`config.mk`:
```
export PLATFORM = sky130hd
export DESIGN_NAME = ula_seq
export DESIGN_NICKNAME = d
export VERILOG_FILES = /design/src/rtl/ula_seq.sv
export SDC_FILE = /design/constraint.sdc
export NUM_CORES = 1
export LEC_CHECK = 0
export CORE_ASPECT_RATIO = 1.25
export CORE_MARGIN = 3
export CORE_UTILIZATION = 55
export DETAILED_ROUTE_END_ITERATION = 10
export DONT_BUFFER_PORTS = 1
export PLACE_DENSITY_LB_ADDON = 0.1
export SLEW_MARGIN = 20
export SYNTH_ARGS = -nofsm -noshare
export SYNTH_HDL_FRONTEND = slang
export SYNTH_SLANG_ARGS = --single-unit
```
`constraint.sdc`:
```
create_clock -name clk_i -period 6.9 [get_ports clk_i]
set_clock_uncertainty 0.05 [all_clocks]
set_input_delay 2.07 -clock clk_i [delete_from_list [all_inputs] [get_ports clk_i]]
set_output_delay 2.07 -clock clk_i [all_outputs]
set_load 0.03 [all_outputs]
```
`src/rtl/ula_seq.sv`:
```
// ula_seq -- sequential ALU, one operation per start/done transaction.
//
// Arithmetic (modo 00) and logic (modo 01) ops finish in one cycle. Multiply,
// divide, shifts and rotate (modo 10) iterate one step per cycle. modo 11 and
// unused modo-10 opcodes give a zero result with zero=1.
//
// Ports
//   clk_i          clock, rising edge
//   rst_i          synchronous reset, active low
//   start_i        request, sampled only in IDLE
//   modo_i         operation class
//   operacao_i     opcode within class
//   a_i, b_i       operands, latched on accept
//   busy_o         high from accept through the done cycle
//   done_o         one-cycle completion pulse
//   ula_out_o      result / product low / quotient
//   ula_out_hi_o   product high / remainder, 0 otherwise
//   carry_out_o, zero_o, negativo_o, overflow_o   flags, loaded with done
//
// state | meaning
// ------+-------------------------------------------------------------
// IDLE  | waiting for start
// CALC  | iterating; the step taken when cnt_q==1 is the last one
// DONE  | results/flags just loaded, done_o high for this cycle only
module ula_seq #(
   parameter int WIDTH = 6
) (
   input  logic             clk_i,
   input  logic             rst_i,
   input  logic             start_i,
   input  logic [1:0]       modo_i,
   input  logic [2:0]       operacao_i,
   input  logic [WIDTH-1:0] a_i,
   input  logic [WIDTH-1:0] b_i,
   output logic             busy_o,
   output logic             done_o,
   output logic [WIDTH-1:0] ula_out_o,
   output logic [WIDTH-1:0] ula_out_hi_o,
   output logic             carry_out_o,
   output logic             zero_o,
   output logic             negativo_o,
   output logic             overflow_o
);

   localparam int SW = $clog2(WIDTH + 1);
   localparam logic [SW-1:0]    CNT_W   = SW'(WIDTH);
   localparam logic [SW-1:0]    CNT_ONE = SW'(1);
   localparam logic [WIDTH-1:0] W_VAL   = WIDTH'(WIDTH);
   localparam logic [WIDTH-1:0] ONE     = WIDTH'(1);

   typedef enum logic [1:0] {S_IDLE, S_CALC, S_DONE} state_t;

   state_t           state_q, state_d;
   logic [2:0]       op_q, op_d;
   logic [WIDTH-1:0] a_q, a_d;       // multiplicand or divisor
   logic [WIDTH-1:0] hi_q, hi_d;     // partial product high / remainder
   logic [WIDTH-1:0] lo_q, lo_d;     // multiplier / dividend->quotient / shift data
   logic             c_q, c_d;       // last bit shifted out
   logic [SW-1:0]    cnt_q, cnt_d;   // remaining iterations

   logic [WIDTH-1:0] out_q, out_d, outhi_q, outhi_d;
   logic             carry_q, carry_d, zero_q, zero_d;
   logic             neg_q, neg_d, ovf_q, ovf_d;

   always_ff @(posedge clk_i) begin
      if (!rst_i) begin
         state_q <= S_IDLE;
         op_q    <= '0;
         a_q     <= '0;
         hi_q    <= '0;
         lo_q    <= '0;
         c_q     <= 1'b0;
         cnt_q   <= '0;
         out_q   <= '0;
         outhi_q <= '0;
         carry_q <= 1'b0;
         zero_q  <= 1'b0;
         neg_q   <= 1'b0;
         ovf_q   <= 1'b0;
      end else begin
         state_q <= state_d;
         op_q    <= op_d;
         a_q     <= a_d;
         hi_q    <= hi_d;
         lo_q    <= lo_d;
         c_q     <= c_d;
         cnt_q   <= cnt_d;
         out_q   <= out_d;
         outhi_q <= outhi_d;
         carry_q <= carry_d;
         zero_q  <= zero_d;
         neg_q   <= neg_d;
         ovf_q   <= ovf_d;
      end
   end

   always_comb begin
      logic [WIDTH-1:0] ax, ay, lg;
      logic [WIDTH:0]   ar;
      logic             sub, ar_v;
      logic [WIDTH:0]   mul_sum;
      logic [WIDTH:0]   div_r;
      logic [WIDTH-1:0] div_diff;
      logic             div_ge;
      logic [WIDTH-1:0] st_hi, st_lo;
      logic             st_c;
      logic [SW-1:0]    sh_n, rol_n;
      logic             load, r_mul, r_c, r_v;
      logic [WIDTH-1:0] r_out, r_hi;

      state_d = state_q;
      op_d    = op_q;
      a_d     = a_q;
      hi_d    = hi_q;
      lo_d    = lo_q;
      c_d     = c_q;
      cnt_d   = cnt_q;
      out_d   = out_q;
      outhi_d = outhi_q;
      carry_d = carry_q;
      zero_d  = zero_q;
      neg_d   = neg_q;
      ovf_d   = ovf_q;
      load    = 1'b0;
      r_mul   = 1'b0;
      r_c     = 1'b0;
      r_v     = 1'b0;
      r_out   = '0;
      r_hi    = '0;

      // Arithmetic: odd opcodes subtract; bit WIDTH is carry or borrow.
      sub = operacao_i[0];
      ax  = (operacao_i[2:1] == 2'b11) ? b_i : a_i;
      if (!operacao_i[2]) ay = operacao_i[1] ? ~b_i : b_i;
      else                ay = ONE;
      ar = sub ? ({1'b0, ax} - {1'b0, ay}) : ({1'b0, ax} + {1'b0, ay});
      if (sub) ar_v = (ax[WIDTH-1] != ay[WIDTH-1]) && (ar[WIDTH-1] != ax[WIDTH-1]);
      else     ar_v = (ax[WIDTH-1] == ay[WIDTH-1]) && (ar[WIDTH-1] != ax[WIDTH-1]);

      case (operacao_i)
         3'b000:  lg = a_i & b_i;
         3'b001:  lg = ~a_i;
         3'b010:  lg = ~b_i;
         3'b011:  lg = a_i | b_i;
         3'b100:  lg = a_i ^ b_i;
         3'b101:  lg = a_i & ~b_i;
         3'b110:  lg = a_i;
         default: lg = b_i;
      endcase

      sh_n  = (b_i > W_VAL) ? CNT_W : b_i[SW-1:0];
      rol_n = SW'(b_i % W_VAL);

      // One iteration step of the latched operation.
      mul_sum  = {1'b0, hi_q} + (lo_q[0] ? {1'b0, a_q} : '0);
      div_r    = {hi_q, lo_q[WIDTH-1]};
      div_ge   = (div_r >= {1'b0, a_q});
      div_diff = div_r[WIDTH-1:0] - a_q;
      st_hi = hi_q;
      st_lo = lo_q;
      st_c  = c_q;
      case (op_q)
         3'b000: begin
            st_hi = mul_sum[WIDTH:1];
            st_lo = {mul_sum[0], lo_q[WIDTH-1:1]};
         end
         3'b001: begin
            st_hi = div_ge ? div_diff : div_r[WIDTH-1:0];
            st_lo = {lo_q[WIDTH-2:0], div_ge};
         end
         3'b010: begin
            st_lo = {lo_q[WIDTH-2:0], 1'b0};
            st_c  = lo_q[WIDTH-1];
         end
         3'b011: begin
            st_lo = {1'b0, lo_q[WIDTH-1:1]};
            st_c  = lo_q[0];
         end
         3'b100: begin
            st_lo = {lo_q[WIDTH-1], lo_q[WIDTH-1:1]};
            st_c  = lo_q[0];
         end
         3'b101: begin
            st_lo = {lo_q[WIDTH-2:0], lo_q[WIDTH-1]};
            st_c  = 1'b0;
         end
         default: ;
      endcase

      case (state_q)
         S_IDLE: begin
            if (start_i) begin
               op_d    = operacao_i;
               state_d = S_DONE;
               load    = 1'b1;
               case (modo_i)
                  2'b00: begin
                     r_out = ar[WIDTH-1:0];
                     r_c   = ar[WIDTH];
                     r_v   = ar_v;
                  end
                  2'b01: r_out = lg;
                  2'b10: begin
                     case (operacao_i)
                        3'b000: begin
                           state_d = S_CALC;
                           load    = 1'b0;
                           a_d     = a_i;
                           hi_d    = '0;
                           lo_d    = b_i;
                           cnt_d   = CNT_W;
                        end
                        3'b001: begin
                           if (b_i == '0) begin
                              r_out = '1;
                              r_hi  = a_i;
                              r_v   = 1'b1;
                           end else begin
                              state_d = S_CALC;
                              load    = 1'b0;
                              a_d     = b_i;
                              hi_d    = '0;
                              lo_d    = a_i;
                              cnt_d   = CNT_W;
                           end
                        end
                        3'b010, 3'b011, 3'b100, 3'b101: begin
                           // Zero-length shift/rotate completes immediately.
                           if ((operacao_i == 3'b101 ? rol_n : sh_n) == '0) begin
                              r_out = a_i;
                           end else begin
                              state_d = S_CALC;
                              load    = 1'b0;
                              lo_d    = a_i;
                              c_d     = 1'b0;
                              cnt_d   = (operacao_i == 3'b101) ? rol_n : sh_n;
                           end
                        end
                        default: ;
                     endcase
                  end
                  default: ;
               endcase
            end
         end
         S_CALC: begin
            hi_d  = st_hi;
            lo_d  = st_lo;
            c_d   = st_c;
            cnt_d = cnt_q - CNT_ONE;
            if (cnt_q == CNT_ONE) begin
               state_d = S_DONE;
               load    = 1'b1;
               r_out   = st_lo;
               case (op_q)
                  3'b000: begin
                     r_mul = 1'b1;
                     r_hi  = st_hi;
                     r_c   = (st_hi != '0);
                     r_v   = (st_hi != '0);
                  end
                  3'b001:  r_hi = st_hi;
                  default: r_c  = st_c;
               endcase
            end
         end
         default: state_d = S_IDLE;
      endcase

      if (load) begin
         out_d   = r_out;
         outhi_d = r_hi;
         carry_d = r_c;
         ovf_d   = r_v;
         neg_d   = r_out[WIDTH-1];
         zero_d  = (r_out == '0) && (!r_mul || (r_hi == '0));
      end
   end

   assign busy_o       = (state_q != S_IDLE);
   assign done_o       = (state_q == S_DONE);
   assign ula_out_o    = out_q;
   assign ula_out_hi_o = outhi_q;
   assign carry_out_o  = carry_q;
   assign zero_o       = zero_q;
   assign negativo_o   = neg_q;
   assign overflow_o   = ovf_q;

endmodule
```
==> results.md <==
* FMAX at 191 MHz
* Count of final hold-check violations at 0
* Synth Area in Compound Gates at 0.298
* First-pass GRT wire length at 23.9 mm
* Most frequent cells in the layout: 68 x nand2_1, 61 x nor2_1, 56 x o21ai_0
* CTS tree: done
* Total gr overflow at 0
* Hold_buf cts at 0
* Area of the mapped netlist at 0.00468 sq mm
* Total number of vias at 4,848
* Worst path required time at 7.09 ns
* Core box area at 0.00824 sq mm
* Min Tclk post-route at 5.24 ns
* Max-cap check violation count at 0
* HP Class: flop to flop
* # setup viols final at 0
* Outcome: finished clean
* Placed wire-length estimate at 11.4 mm
* Initial core utilization at 0.568
* Setup TNS at 0 ns
* H-tree levels at 2
* Synth Area per Inst at 7.14 sq um
* Die height at 109 um
* Setup Crit Path Kind: primary input to flop
* Std-Cell Rows at 37
* CP max FO at 43
* Post-Synth Adder-Cell Area at 0.0850
* Initial antenna violation count at 0
* Slew headroom at 0.337
* Final slew viol count at 0
* Post-synthesis xor/xnor area fraction at 0.0430
* Initial detailed-routing violation count at 395
* Area growth from synthesis to layout at 0.615%
* Largest net degree at the start of global routing at 44
* WL per Instance at 21.2 um
* Nets at 664
* Bufs and invs on worst path at 2
* Power per standard cell area at 148 mW/mm^2
* Port-buffer cells at 0
* Worst skew pair latency at 0.30 ns
* Peak VDD IR at 68.6 uV
* Sink Count at 42
* Yosys warning count at 0
* # DRC at 0
* Largest family of logic cells by synthesized area: compound AO/OA/AOI/OAI gates
* RSZ-0062 raised after global routing: no
* Vias in the first global route at 4,569
* Critical path arrival at 5.44 ns
* Synth unique cells at 72
* Layout cells sized above 1 at 0.0504
* ANT nets after route at 0
* Cells after Synth at 656
* Clock Tree Buf Depth at 2
* Initial DRT Pass Iterations at 7
* Die ar. at 0.00966 sq mm
* Post-synth EDFFs at 0
* Seq/Total Area, Yosys at 0.180
* Simple-gate area share of the yosys netlist at 0.265
* End-of-flow core utilization at 0.572
* GP Congestion at 0.954
* # diodes at 0
* Vias per cell at 6.81
* Crit-path leading delay family: compound AO/OA/AOI/OAI gates
* Total track usage at 0.320
* Final wirelength at 15.1 mm
* Startpoint types: primary input
* Post-Synthesis Net Count at 706
* Seq cells post-synth at 42
* Worst Setup Slack post-DPL at 1.44 ns
* Die Wd at 88.5 um
* Main synth FF type: dfxtp_1
* # resized after CTS at 0
* Clock slew at reported path FFs at 0.08 ns
* Final worst slack at 1.66 ns
* Setup Buffers After CTS at 0
* Crit. End Element: flop
* Cts bufs inserted at 5
* Io pins at 38
* Root Driver: clkbuf_8
* Crit-path cells: clkinv_1, nand2_1, inv_1, ha_1, nor2_1, xor2_1, ha_1, o21ai_0, a2111oi_0, a311oi_1, a2111oi_0, a211o_1, nor3b_1, a31o_1
* Period utilization at 0.760
* Power Total at 0.000695 W
* Mux cell area share after synthesis at 0.0508
* Most common cell after layout, fill and taps aside: nand2_1
* Slew at the pin closest to its max-slew limit at 0.994 ns
* Critical path's slowest cell: a311oi_1
* Fillers at 820
* Async set-or-reset flop fraction in the synthesized netlist at 0
* Leak at 1.86 nW
* CP peak stage delay at 0.75 ns
==> area by class of cell <==
type / instances / area, sq um / area share
timing repair buffer: 3 / 22.5 / 0.00478
clock inverter: 2 / 37.5 / 0.00797
tap: 97 / 121 / 0.0258
inverter: 36 / 135 / 0.0287
multi-input combinational: 526 / 3480 / 0.739
sequential: 42 / 841 / 0.178
clock buffer: 6 / 72.6 / 0.0154
==> worst reg2reg max path: cells and delay by family, from the launching register on <==
kind | cells | cell delay (ns)
AO/OA/AOI/OAI | 4 | 1.92
AND/OR/NAND/NOR | 2 | 0.93
flip-flops | 1 | 0.55
==> worst paths after layout <==
check / from / endpoint / slack, ns / cells after the start
min reg2reg: c_q$_SDFFE_PN0P_ / c_q$_SDFFE_PN0P_ / 0.46 / 2
min: c_q$_SDFFE_PN0P_ / c_q$_SDFFE_PN0P_ / 0.46 / 2
max reg2reg: op_q[1]$_SDFFE_PN0P_ / zero_o$_SDFFE_PN0P_ / 3.40 / 6
max: operacao_i[2] / zero_o$_SDFFE_PN0P_ / 1.66 / 14
==> state kept, by name, summed over array words and instances (netlist names), 2 cells and up <==
signal        count
hi_q              6
cnt_q             3
a_q               6
op_q              3
state_q           2
ula_out_hi_o      6
ula_out_o         6
lo_q              6
==> cells in the mapped netlist (5+ instances only) <==
| master | n | share of area |
|---|---|---|
| a31oi_1 | 9 | 0.012 |
| o22ai_1 | 10 | 0.013 |
| buf_1 | 7 | 0.0056 |
| clkbuf_1 | 29 | 0.023 |
| or3_1 | 5 | 0.0067 |
| nor2_1 | 61 | 0.049 |
| xnor2_1 | 14 | 0.026 |
| inv_1 | 32 | 0.026 |
| o21a_1 | 6 | 0.0096 |
| and3_1 | 6 | 0.0080 |
| a32oi_1 | 7 | 0.013 |
| and2_1 | 10 | 0.013 |
| o311a_1 | 7 | 0.015 |
| nor4_1 | 7 | 0.0094 |
| a21oi_1 | 39 | 0.042 |
| mux2i_1 | 17 | 0.036 |
| and3b_1 | 5 | 0.0094 |
| nand2b_1 | 7 | 0.0094 |
| buf_2 | 11 | 0.012 |
| dfxtp_1 | 42 | 0.18 |
| nor3_1 | 19 | 0.020 |
| ha_1 | 27 | 0.072 |
| o211ai_1 | 11 | 0.018 |
| nor2b_1 | 18 | 0.024 |
| nand2_1 | 68 | 0.055 |
| xor2_1 | 9 | 0.017 |
| nand3_1 | 10 | 0.011 |
| o21ai_0 | 56 | 0.060 |
| nor3b_1 | 8 | 0.013 |
==> per-layer routing <==
layer	track usage	wire, um	share of wire
met3	0.0461	947	0.063
met2	0.544	7570	0.50
met4	0.149	613	0.041
met5	0	0	0
met1	0.391	6000	0.40
==> cells by family after synthesis <==
group | count (synthesis)
AND/OR/NAND/NOR | 246
buffers and inverters | 88
AO/OA/AOI/OAI | 205
flip-flops | 42
XOR/XNOR | 23
multiplexers | 22
adder cells (fa/ha/maj) | 30
==> where the power goes <==
part	switching (W)	internal, W
clock network	0.0000893	0.000108
registers	0.0000231	0.000252
logic	0.000131	0.0000914
==> metrics by stage <==
step	std cells	hold slack, ns	cell area, sq um
floorplan	656	0.413	4680
global placement	704	0.435	4590
detailed placement	704	0.445	4590
CTS	712	0.457	4700
global route	712	0.509	4710
finish	712	0.460	4710
Power figures use the tool's default switching activity.
